### src/rtl/burst_scheduler_if.sv
// rtl/burst_scheduler_if.sv - request/burst bundle between requesters and the burst scheduler
//
// Purpose: groups the per-requester request/length inputs and the burst
// outputs of burst_scheduler into one bundle.
//
// Signals:
//   req       requester -> scheduler  level request per requester
//   req_len   requester -> scheduler  packed length fields, burst = field + 1
//   grant     scheduler -> requester  one-hot owner of the current burst
//   out       scheduler -> consumer   burst strobe, high on every beat
//   burst_id  scheduler -> consumer   index of the current/last owner
//   beat_cnt  scheduler -> consumer   0-based beat index within the burst
//   busy      scheduler -> consumer   high whenever the scheduler is not idle
//   done      scheduler -> requester  one-cycle pulse after the last beat
//
// Modports: slave = scheduler side, master = requester side.

interface burst_scheduler_if #(
    parameter int NUM_REQ = 4,
    parameter int LEN_W   = 4
);
    localparam int IDW = (NUM_REQ > 1) ? $clog2(NUM_REQ) : 1;

    logic [NUM_REQ-1:0]       req;
    logic [NUM_REQ*LEN_W-1:0] req_len;
    logic [NUM_REQ-1:0]       grant;
    logic                     out;
    logic [IDW-1:0]           burst_id;
    logic [LEN_W-1:0]         beat_cnt;
    logic                     busy;
    logic [NUM_REQ-1:0]       done;

    modport slave (
        input  req,
        input  req_len,
        output grant,
        output out,
        output burst_id,
        output beat_cnt,
        output busy,
        output done
    );

    modport master (
        output req,
        output req_len,
        input  grant,
        input  out,
        input  burst_id,
        input  beat_cnt,
        input  busy,
        input  done
    );
endinterface

### src/rtl/burst_scheduler.sv
// rtl/burst_scheduler.sv - round-robin scheduler sharing one pulse-burst generator
//
// Purpose: arbitrates NUM_REQ requesters round-robin; the winner gets one
// burst of 1..2^LEN_W strobe beats followed by GAP idle cycles, then a
// one-cycle done pulse marks completion. All outputs are registered.
//
// Ports:
//   clk   in   clock, rising edge
//   rst   in   synchronous active-high reset
//   bus   slave modport of burst_scheduler_if
//         (req, req_len in; grant, out, burst_id, beat_cnt, busy, done out)
//
// Parameters:
//   NUM_REQ  number of requesters, 2..8
//   LEN_W    width of each length field
//   GAP      idle cycles after each burst, 1..15

module burst_scheduler #(
    parameter int NUM_REQ = 4,
    parameter int LEN_W   = 4,
    parameter int GAP     = 1
) (
    input  logic               clk,
    input  logic               rst,
    burst_scheduler_if.slave   bus
);
    localparam int IDW = (NUM_REQ > 1) ? $clog2(NUM_REQ) : 1;

    localparam logic [1:0] ST_IDLE  = 2'd0;
    localparam logic [1:0] ST_BURST = 2'd1;
    localparam logic [1:0] ST_GAP   = 2'd2;

    logic [1:0]         r_state;
    logic [IDW-1:0]     r_rr_ptr;
    logic [LEN_W-1:0]   r_len_q;
    logic [LEN_W-1:0]   r_beat_cnt;
    logic [3:0]         r_gap_cnt;
    logic [NUM_REQ-1:0] r_grant;
    logic [NUM_REQ-1:0] r_done;
    logic [IDW-1:0]     r_burst_id;
    logic               r_out;
    logic               r_busy;

    logic               w_found;
    logic [IDW-1:0]     w_winner;
    logic [IDW:0]       w_idx;
    logic [IDW-1:0]     w_next_ptr;
    logic [NUM_REQ-1:0] w_onehot;
    logic [LEN_W-1:0]   w_len;

    // Round-robin search: walk from r_rr_ptr upward, wrapping modulo
    // NUM_REQ, and keep the first requester found. w_idx carries one extra
    // bit so the pre-wrap sum never overflows.
    always_comb begin
        w_found  = 1'b0;
        w_winner = '0;
        w_idx    = '0;
        for (int k = 0; k < NUM_REQ; k++) begin
            w_idx = {1'b0, r_rr_ptr} + (IDW+1)'(k);
            if (w_idx >= (IDW+1)'(NUM_REQ)) begin
                w_idx = w_idx - (IDW+1)'(NUM_REQ);
            end
            if (!w_found && bus.req[w_idx[IDW-1:0]]) begin
                w_found  = 1'b1;
                w_winner = w_idx[IDW-1:0];
            end
        end
    end

    // Length field of the winner, selected with constant part-selects.
    always_comb begin
        w_len = '0;
        for (int k = 0; k < NUM_REQ; k++) begin
            if (w_winner == IDW'(k)) begin
                w_len = bus.req_len[k*LEN_W +: LEN_W];
            end
        end
    end

    assign w_onehot   = NUM_REQ'(1) << w_winner;
    assign w_next_ptr = (w_winner == IDW'(NUM_REQ-1)) ? '0 : (w_winner + IDW'(1));

    always_ff @(posedge clk) begin
        if (rst) begin
            r_state    <= ST_IDLE;
            r_rr_ptr   <= '0;
            r_len_q    <= '0;
            r_beat_cnt <= '0;
            r_gap_cnt  <= '0;
            r_grant    <= '0;
            r_done     <= '0;
            r_burst_id <= '0;
            r_out      <= 1'b0;
            r_busy     <= 1'b0;
        end else begin
            r_done <= '0;
            case (r_state)
                ST_IDLE: begin
                    // req/req_len are only looked at here, so anything the
                    // requesters do during BURST/GAP is ignored.
                    if (w_found) begin
                        r_state    <= ST_BURST;
                        r_grant    <= w_onehot;
                        r_burst_id <= w_winner;
                        r_len_q    <= w_len;
                        r_beat_cnt <= '0;
                        r_out      <= 1'b1;
                        r_busy     <= 1'b1;
                        r_rr_ptr   <= w_next_ptr;
                    end
                end
                ST_BURST: begin
                    if (r_beat_cnt == r_len_q) begin
                        // r_grant is still the owner's one-hot, which is
                        // exactly the done bit to raise.
                        r_done     <= r_grant;
                        r_grant    <= '0;
                        r_out      <= 1'b0;
                        r_beat_cnt <= '0;
                        r_gap_cnt  <= 4'(GAP - 1);
                        r_state    <= ST_GAP;
                    end else begin
                        r_beat_cnt <= r_beat_cnt + LEN_W'(1);
                    end
                end
                ST_GAP: begin
                    if (r_gap_cnt == 4'd0) begin
                        r_state <= ST_IDLE;
                        r_busy  <= 1'b0;
                    end else begin
                        r_gap_cnt <= r_gap_cnt - 4'd1;
                    end
                end
                default: begin
                    r_state    <= ST_IDLE;
                    r_grant    <= '0;
                    r_out      <= 1'b0;
                    r_beat_cnt <= '0;
                    r_busy     <= 1'b0;
                end
            endcase
        end
    end

    assign bus.grant    = r_grant;
    assign bus.out      = r_out;
    assign bus.burst_id = r_burst_id;
    assign bus.beat_cnt = r_beat_cnt;
    assign bus.busy     = r_busy;
    assign bus.done     = r_done;

endmodule

### src/flat_wrapper.sv
// flat-port wrapper written by rule: the top's interface ports become plain ports
module burst_scheduler_flat 
#(
    parameter int NUM_REQ = 4,
    parameter int LEN_W   = 4,
    parameter int GAP     = 1
)
  (clk, rst, bus_req, bus_req_len, bus_grant, bus_out, bus_burst_id, bus_beat_cnt, bus_busy, bus_done);
  burst_scheduler_if #(.NUM_REQ(NUM_REQ), .LEN_W(LEN_W)) bus_i ();
  input  logic clk;
  input  logic rst;
  input wire logic [$bits(bus_i.req)-1:0] bus_req;
  input wire logic [$bits(bus_i.req_len)-1:0] bus_req_len;
  output wire logic [$bits(bus_i.grant)-1:0] bus_grant;
  output wire logic [$bits(bus_i.out)-1:0] bus_out;
  output wire logic [$bits(bus_i.burst_id)-1:0] bus_burst_id;
  output wire logic [$bits(bus_i.beat_cnt)-1:0] bus_beat_cnt;
  output wire logic [$bits(bus_i.busy)-1:0] bus_busy;
  output wire logic [$bits(bus_i.done)-1:0] bus_done;
  assign bus_i.req = bus_req;
  assign bus_i.req_len = bus_req_len;
  assign bus_grant = bus_i.grant;
  assign bus_out = bus_i.out;
  assign bus_burst_id = bus_i.burst_id;
  assign bus_beat_cnt = bus_i.beat_cnt;
  assign bus_busy = bus_i.busy;
  assign bus_done = bus_i.done;
  burst_scheduler #(.NUM_REQ(NUM_REQ), .LEN_W(LEN_W), .GAP(GAP)) u_core (.clk(clk), .rst(rst), .bus(bus_i));
endmodule
### config.mk
export PLATFORM = sky130hd
export DESIGN_NAME = burst_scheduler_flat
export DESIGN_NICKNAME = d
export VERILOG_FILES = /design/src/rtl/burst_scheduler_if.sv /design/src/rtl/burst_scheduler.sv /design/src/flat_wrapper.sv
export SDC_FILE = /design/constraint.sdc
export NUM_CORES = 1
export LEC_CHECK = 0
export CORE_MARGIN = 2
export CORE_UTILIZATION = 52
export CTS_CLUSTER_DIAMETER = 40
export DETAILED_ROUTE_END_ITERATION = 10
export PLACE_DENSITY_LB_ADDON = 0.2
export SETUP_SLACK_MARGIN = 0.05
export SLEW_MARGIN = 30
export SYNTH_ARGS = -nofsm -noshare
export SYNTH_HDL_FRONTEND = slang
export SYNTH_SLANG_ARGS = --single-unit
### constraint.sdc
create_clock -name clk -period 5.6 [get_ports clk]
set_clock_uncertainty 0.2 [all_clocks]
set_input_delay 1.4 -clock clk [delete_from_list [all_inputs] [get_ports clk]]
set_output_delay 1.4 -clock clk [all_outputs]
set_load 0.01 [all_outputs]
**Word level (Yosys, flattened, before mapping)**

Index checks and enable logic that the tools add are counted.

- Flip-flop bits (word level): 28
- Input port bits: 22
- Output and inout port bits: 16
- Logic and storage cells: 101

- Add/subtract/negate cells: 10
- Order comparisons: 8
- Equality and inequality tests: 10
- Shift operators: 1
- Mux-type cells: 42
- Bitwise logic cells: 3
- Reduce and logical (&&, ||, !) cells: 17

Operator list:

| cell | number |
|---|---|
| 2-to-1 mux 4 bit | 9 |
| 2-to-1 mux 2 bit | 12 |
| one-hot mux 4 bit (3 select lines) | 2 |
| < comparator 2 x 3 -> 1 bit (second input constant) | 4 |
| AND reduction 3 bit | 4 |
| 2-to-1 mux 1 bit | 11 |
| greater-or-equal comparator 3 bit (second input constant) | 3 |
| binary-select mux 1 bit (select 2 bit) | 4 |
| one-hot mux 4 bit (2 select lines) | 1 |
| subtractor 2 x 1 -> 2 bit (second input constant) | 4 |
| adder 2 x 2 -> 3 bit (second input constant) | 2 |
| == test 2 bit (second input constant) | 3 |
| != test 2 x 1 -> 1 bit (second input constant) | 3 |
| one-hot mux 1 bit (3 select lines) | 2 |
| one-hot mux 2 bit (3 select lines) | 1 |
| adder 4 x 1 -> 4 bit (second input constant) | 1 |
| == test 2 x 1 -> 1 bit (second input constant) | 2 |
| == test 4 bit | 1 |
| logical NOT 2 bit | 2 |
| logical NOT 4 bit | 1 |
| AND reduction 2 bit | 2 |
| << shifter 1 x 2 -> 4 bit (first input constant) | 1 |
| subtractor 4 x 1 -> 4 bit (second input constant) | 1 |
| adder 2 x 1 -> 3 bit (second input constant) | 1 |
| other kinds (8) | 14 |

**Depth between registers and ports, before layout**

- Depth in word-level cells: 19
- Mapped depth: 10
- Depth with buffers taken out: 9

**Worst setup path before layout**

Ideal clock, no wire load.

- Kind: in2reg
- Start: input bus_req[0]
- End: register u_core.r_len_q[0]
- Library setup time: 74 ps
- Arrival: 3028 ps
- Data required time: 5326 ps
- Slack: 2298 ps
- Stages: 10
- Path buffers: 1
- Cells stage by stage: nor2b_1 o21ba_2 or2_2 inv_1 ha_1 buf_1 a21oi_1 a221oi_1 a211oi_2 nor3_2

- Longest elaborated chain between the ends: 17
- Elaborated cells between the ends (all ways): 31
- Classes of those cells: eq/ne (3); mux (20); reduce/logical (8)

Ends and longest elaborated chain:

| what | RTL line | text |
|---|---|---|
| start: declaration | flat_wrapper.sv:12 | `input wire logic [$bits(bus_i.req)-1:0] bus_req;` |
| binary-select mux 1 bit (select 2 bit) | burst_scheduler.sv:63 | `if (!w_found && bus.req[w_idx[IDW-1:0]]) begin` |
| 2-to-1 mux 1 bit (implied by the code) | burst_scheduler.sv:63 |  |
| 2-to-1 mux 1 bit | burst_scheduler.sv:63 |  |
| logical NOT 1 bit | burst_scheduler.sv:63 |  |
| logical AND 1 bit | burst_scheduler.sv:63 |  |
| 2-to-1 mux 1 bit | burst_scheduler.sv:63 |  |
| logical NOT 1 bit | burst_scheduler.sv:63 |  |
| logical AND 1 bit | burst_scheduler.sv:63 |  |
| 2-to-1 mux 1 bit | burst_scheduler.sv:63 |  |
| logical NOT 1 bit | burst_scheduler.sv:63 |  |
| logical AND 1 bit | burst_scheduler.sv:63 |  |
| 2-to-1 mux 2 bit * | burst_scheduler.sv:63 |  |
| named net u_core.w_winner[1] | burst_scheduler.sv:45 | `logic [IDW-1:0] w_winner;` |
| logical NOT 2 bit | burst_scheduler.sv:74 | `if (w_winner == IDW'(k)) begin` |
| 2-to-1 mux 4 bit (3 in a row) | burst_scheduler.sv:74 |  |
| 2-to-1 mux 4 bit * | burst_scheduler.sv:74 |  |
| end signal: assignment | burst_scheduler.sv:105 | `r_len_q <= w_len;` |
| end: declaration | burst_scheduler.sv:35 | `logic [LEN_W-1:0] r_len_q;` |

The timed path passes the listed nets; every way through them passes the cells marked *. The select of a mux whose other input is x is not followed.
A chain may end at the register's enable or synchronous reset.

**Worst setup path after layout**

- Start: input bus_req[1]
- End: register u_core.r_len_q[2]

Same word-level chain as after synthesis.

==> impl_results.md <==
- VDD IR-drop max: 0.2889 mV
- FMAX: 0.2694 GHz
- Final Hold Fails: 0
- Final wirelength: 2966 um
- First-pass GRT wire length: 4816 um
- Commonest non-fill, non-tap cell in the layout: clkdlybuf4s50_1
- CTS tree: yes
- R2R depth: 8
- Post CTS Setup Buffer Count: 0
- Ys flop type: dfxtp_1
- DP Wirelength: 2415 um
- Crit path DAT: 3.78 ns
- Critical path class: primary input to register
- Clock sink total: 28
- TNS Setup: 0 ns
- Post-route DRC: 0
- Die width: 56.95 um
- CP Cell Sequence: clkdlybuf4s50_1 -> nor2b_1 -> o31ai_1 -> o21a_1 -> ha_1 -> a21oi_1 -> a221oi_1 -> a211oi_2 -> nor3_2
- Clock root cell: clkbuf_4
- Die height: 56.95 um
- Routed len/inst: 12.68 um
- Worst hold stages: 2
- Yosys warnings: 0
- Hold path start: u_core.bus.grant[0]$_SDFFE_PP0P_
- Max stage delay on crit path: 0.62 ns
- Status: completed
- Flop2flop setup slack: 3.18 ns
- PostCTS Resize Cnt: 0
- Setup crit start kind: primary input
- Final setup violation count: 0
- Register area share after synthesis: 0.3845
- TritonCTS Buffers: 3
- GRT Total Usage: 0.1801
- Post-synth EDFFs: 0
- Min Tclk post-route: 3.713 ns
- Gate count of the mapped netlist: 167
- Least-Margin Pin Slew: 0.7250 ns
- Hold endpoint: u_core.bus.grant[0]$_SDFFE_PP0P_
- Mapped cell area: 0.001458 mm2
- CTS clk-pin slew, worst paths: 0.15 ns
- Non-Filler Instances: 234
- Max_cap viols: 0
- Vias in the first global route: 1162
- I/O pins: 38
- Final ANT Viol Nets: 0
- RR Endpoint: u_core.r_len_q[2]$_SDFFE_PP0P_
- CP max FO: 9
- Gpl congestion: 0.7945
- PortBufs: 37
- Filler Cell Count: 230
- GRT overflow: 0
- Inst Count DP: 230
- Vias: 1288
- Library cells used by synthesis: 41
- Layout cells sized above 1: 0.08374
- Layout Nets: 232
- PwrDens: 428.1 mW/mm2
- Fin area: 0.001874 mm2
- Normalized max-slew margin: 0.5149
- Post-CTS Hold Buffers: 0
- Req. time, crit path: 5.67 ns
- Drt first-iter violations: 28
- Syn Nets: 195
- TritonRoute pass-1 iters: 4
- Clk buf depth: 2
- Hold crit path type: register to register
- Fraction of synthesis flops using an asynchronous set or reset pin: 0
- Setup crit end kind: register
- Starting Density: 0.5379
- Die area: 0.003243 mm2
- Cell area after placement: 0.001838 mm2
- Avg Vias per Cell: 5.504
- Share of the clock period used by the worst path after layout: 0.6630
- Std-Cell Core Area: 0.002710 mm2
- Most frequent cells in the layout: clkdlybuf4s50_1, dfxtp_1, nand2_1, nor2_1, inv_1
- Pleak: 0.7181 nW
- P&R area growth vs syn: 28.58%
- Slowest CP cell: clkdlybuf4s50_1
- Largest net degree at the start of global routing: 16
- Post-Route Utilization: 0.6916
- Yosys reg bits: 28
- R2r startpoint: u_core.r_rr_ptr[0]$_SDFFE_PP0P_
- Antenna Cells: 0
- Max-slew violations: 0
- Htree depth: 1
- Worst skew pair latency: 0.32 ns
- RSZ-0062 raised after global routing: no
- Row count: 19
- Initial antenna violation count: 0
- Mean Syn Cell Area: 8.728 um2
## per-stage QoR
stage | hold WS (ns) | setup WS, ns | total power, mW
after floorplan | 0.2637 | 2.298 | 0.5930
after global placement | 0.2559 | 1.688 | 0.6943
after detailed placement | 0.2661 | 1.589 | 0.7093
after CTS | 0.2850 | 1.944 | 0.8028
after global routing | 0.3023 | 1.716 | 0.8559
final | 0.2876 | 1.887 | 0.8025
## routing by layer
| layer | vias to the layer above | wire [um] | GRT usage | part of all wire |
|---|---|---|---|---|
| met4 | 0 | 67 | 0.06645 | 0.023 |
| met3 | 10 | 131 | 0.02721 | 0.044 |
| met5 | - | 0 | 0 | 0 |
| li1 | 656 | - | - | - |
| met2 | 44 | 1402 | 0.3005 | 0.47 |
| met1 | 578 | 1365 | 0.2371 | 0.46 |
## report_power, final
group          internal, mW  switching (mW)  total, mW  leakage [nW]
clock network        0.0398          0.0588     0.0986        0.0210
registers             0.254          0.0482      0.302         0.229
logic                 0.188           0.214      0.402         0.468
## synthesized netlist by cell type, types with 2 or more instances
master / number / share of area
and2_1: 5 / 0.021
o21bai_1: 2 / 0.010
a21oi_1: 11 / 0.038
or2_1: 2 / 0.0086
o21a_1: 3 / 0.015
nand2_1: 17 / 0.044
ha_1: 6 / 0.052
dfxtp_1: 28 / 0.38
nand3_1: 4 / 0.014
xor2_1: 3 / 0.018
a41o_1: 2 / 0.014
o31ai_1: 3 / 0.015
inv_1: 13 / 0.033
nor2b_1: 2 / 0.0086
nor3_2: 4 / 0.027
xnor2_1: 5 / 0.030
a211oi_2: 4 / 0.034
o21ai_0: 6 / 0.021
buf_2: 2 / 0.0069
a221oi_1: 5 / 0.030
nor2_1: 17 / 0.044
nand3b_1: 4 / 0.021
## cell families (layout without fill, tap and decap cells)
| family | count (synthesis) | in the layout | synth area share |
|---|---|---|---|
| xor+xnor | 8 | 8 | 0.04807 |
| compound gates | 42 | 42 | 0.2129 |
| flops | 28 | 28 | 0.3846 |
| fa+ha+maj | 6 | 6 | 0.05150 |
| simple gates | 65 | 65 | 0.2498 |
| buf+inv | 18 | 54 | 0.05322 |
## worst max path at each step
| stage | slack [ns] | from | to |
|---|---|---|---|
| 4_1_cts | 1.94 | bus_req[1] | u_core.r_len_q[2]$_SDFFE_PP0P_ |
| 3_3_place_gp | 1.69 | bus_req[1] | u_core.r_len_q[2]$_SDFFE_PP0P_ |
| 5_1_grt | 1.72 | bus_req[1] | u_core.r_len_q[2]$_SDFFE_PP0P_ |
| 2_1_floorplan | 2.30 | bus_req[0] | u_core.r_len_q[0]$_SDFFE_PP0P_ |
| 6_report | 1.89 | bus_req[1] | u_core.r_len_q[2]$_SDFFE_PP0P_ |
| 3_5_place_dp | 1.59 | bus_req[1] | u_core.r_len_q[2]$_SDFFE_PP0P_ |
## sequential cells by signal, indices dropped and copies added, names as in the netlist
| name | cells |
|---|---|
| u_core.bus.beat_cnt | 4 |
| u_core.bus.burst_id | 2 |
| u_core.bus.busy | 1 |
| u_core.bus.done | 4 |
| u_core.bus.grant | 4 |
| u_core.bus.out | 1 |
| u_core.r_gap_cnt | 4 |
| u_core.r_len_q | 4 |
| u_core.r_rr_ptr | 2 |
| u_core.r_state | 2 |
## area by class of cell
type	instances	area [um2]	share of cell area
Clock buffer	4	36.28	0.01936
Inverter	13	48.80	0.02603
Sequential cell	28	560.5	0.2991
Multi-Input combinational cell	121	819.5	0.4372
Timing Repair Buffer	37	370.4	0.1976
Tap cell	31	38.79	0.02069
## worst max-delay path, delay by kind of cell
kind            cells  cell delay, ns
fa+ha+maj           1            0.29
compound gates      5            1.20
buf+inv             1            0.62
simple gates        2            0.26
(Power assumes the default switching activity.)
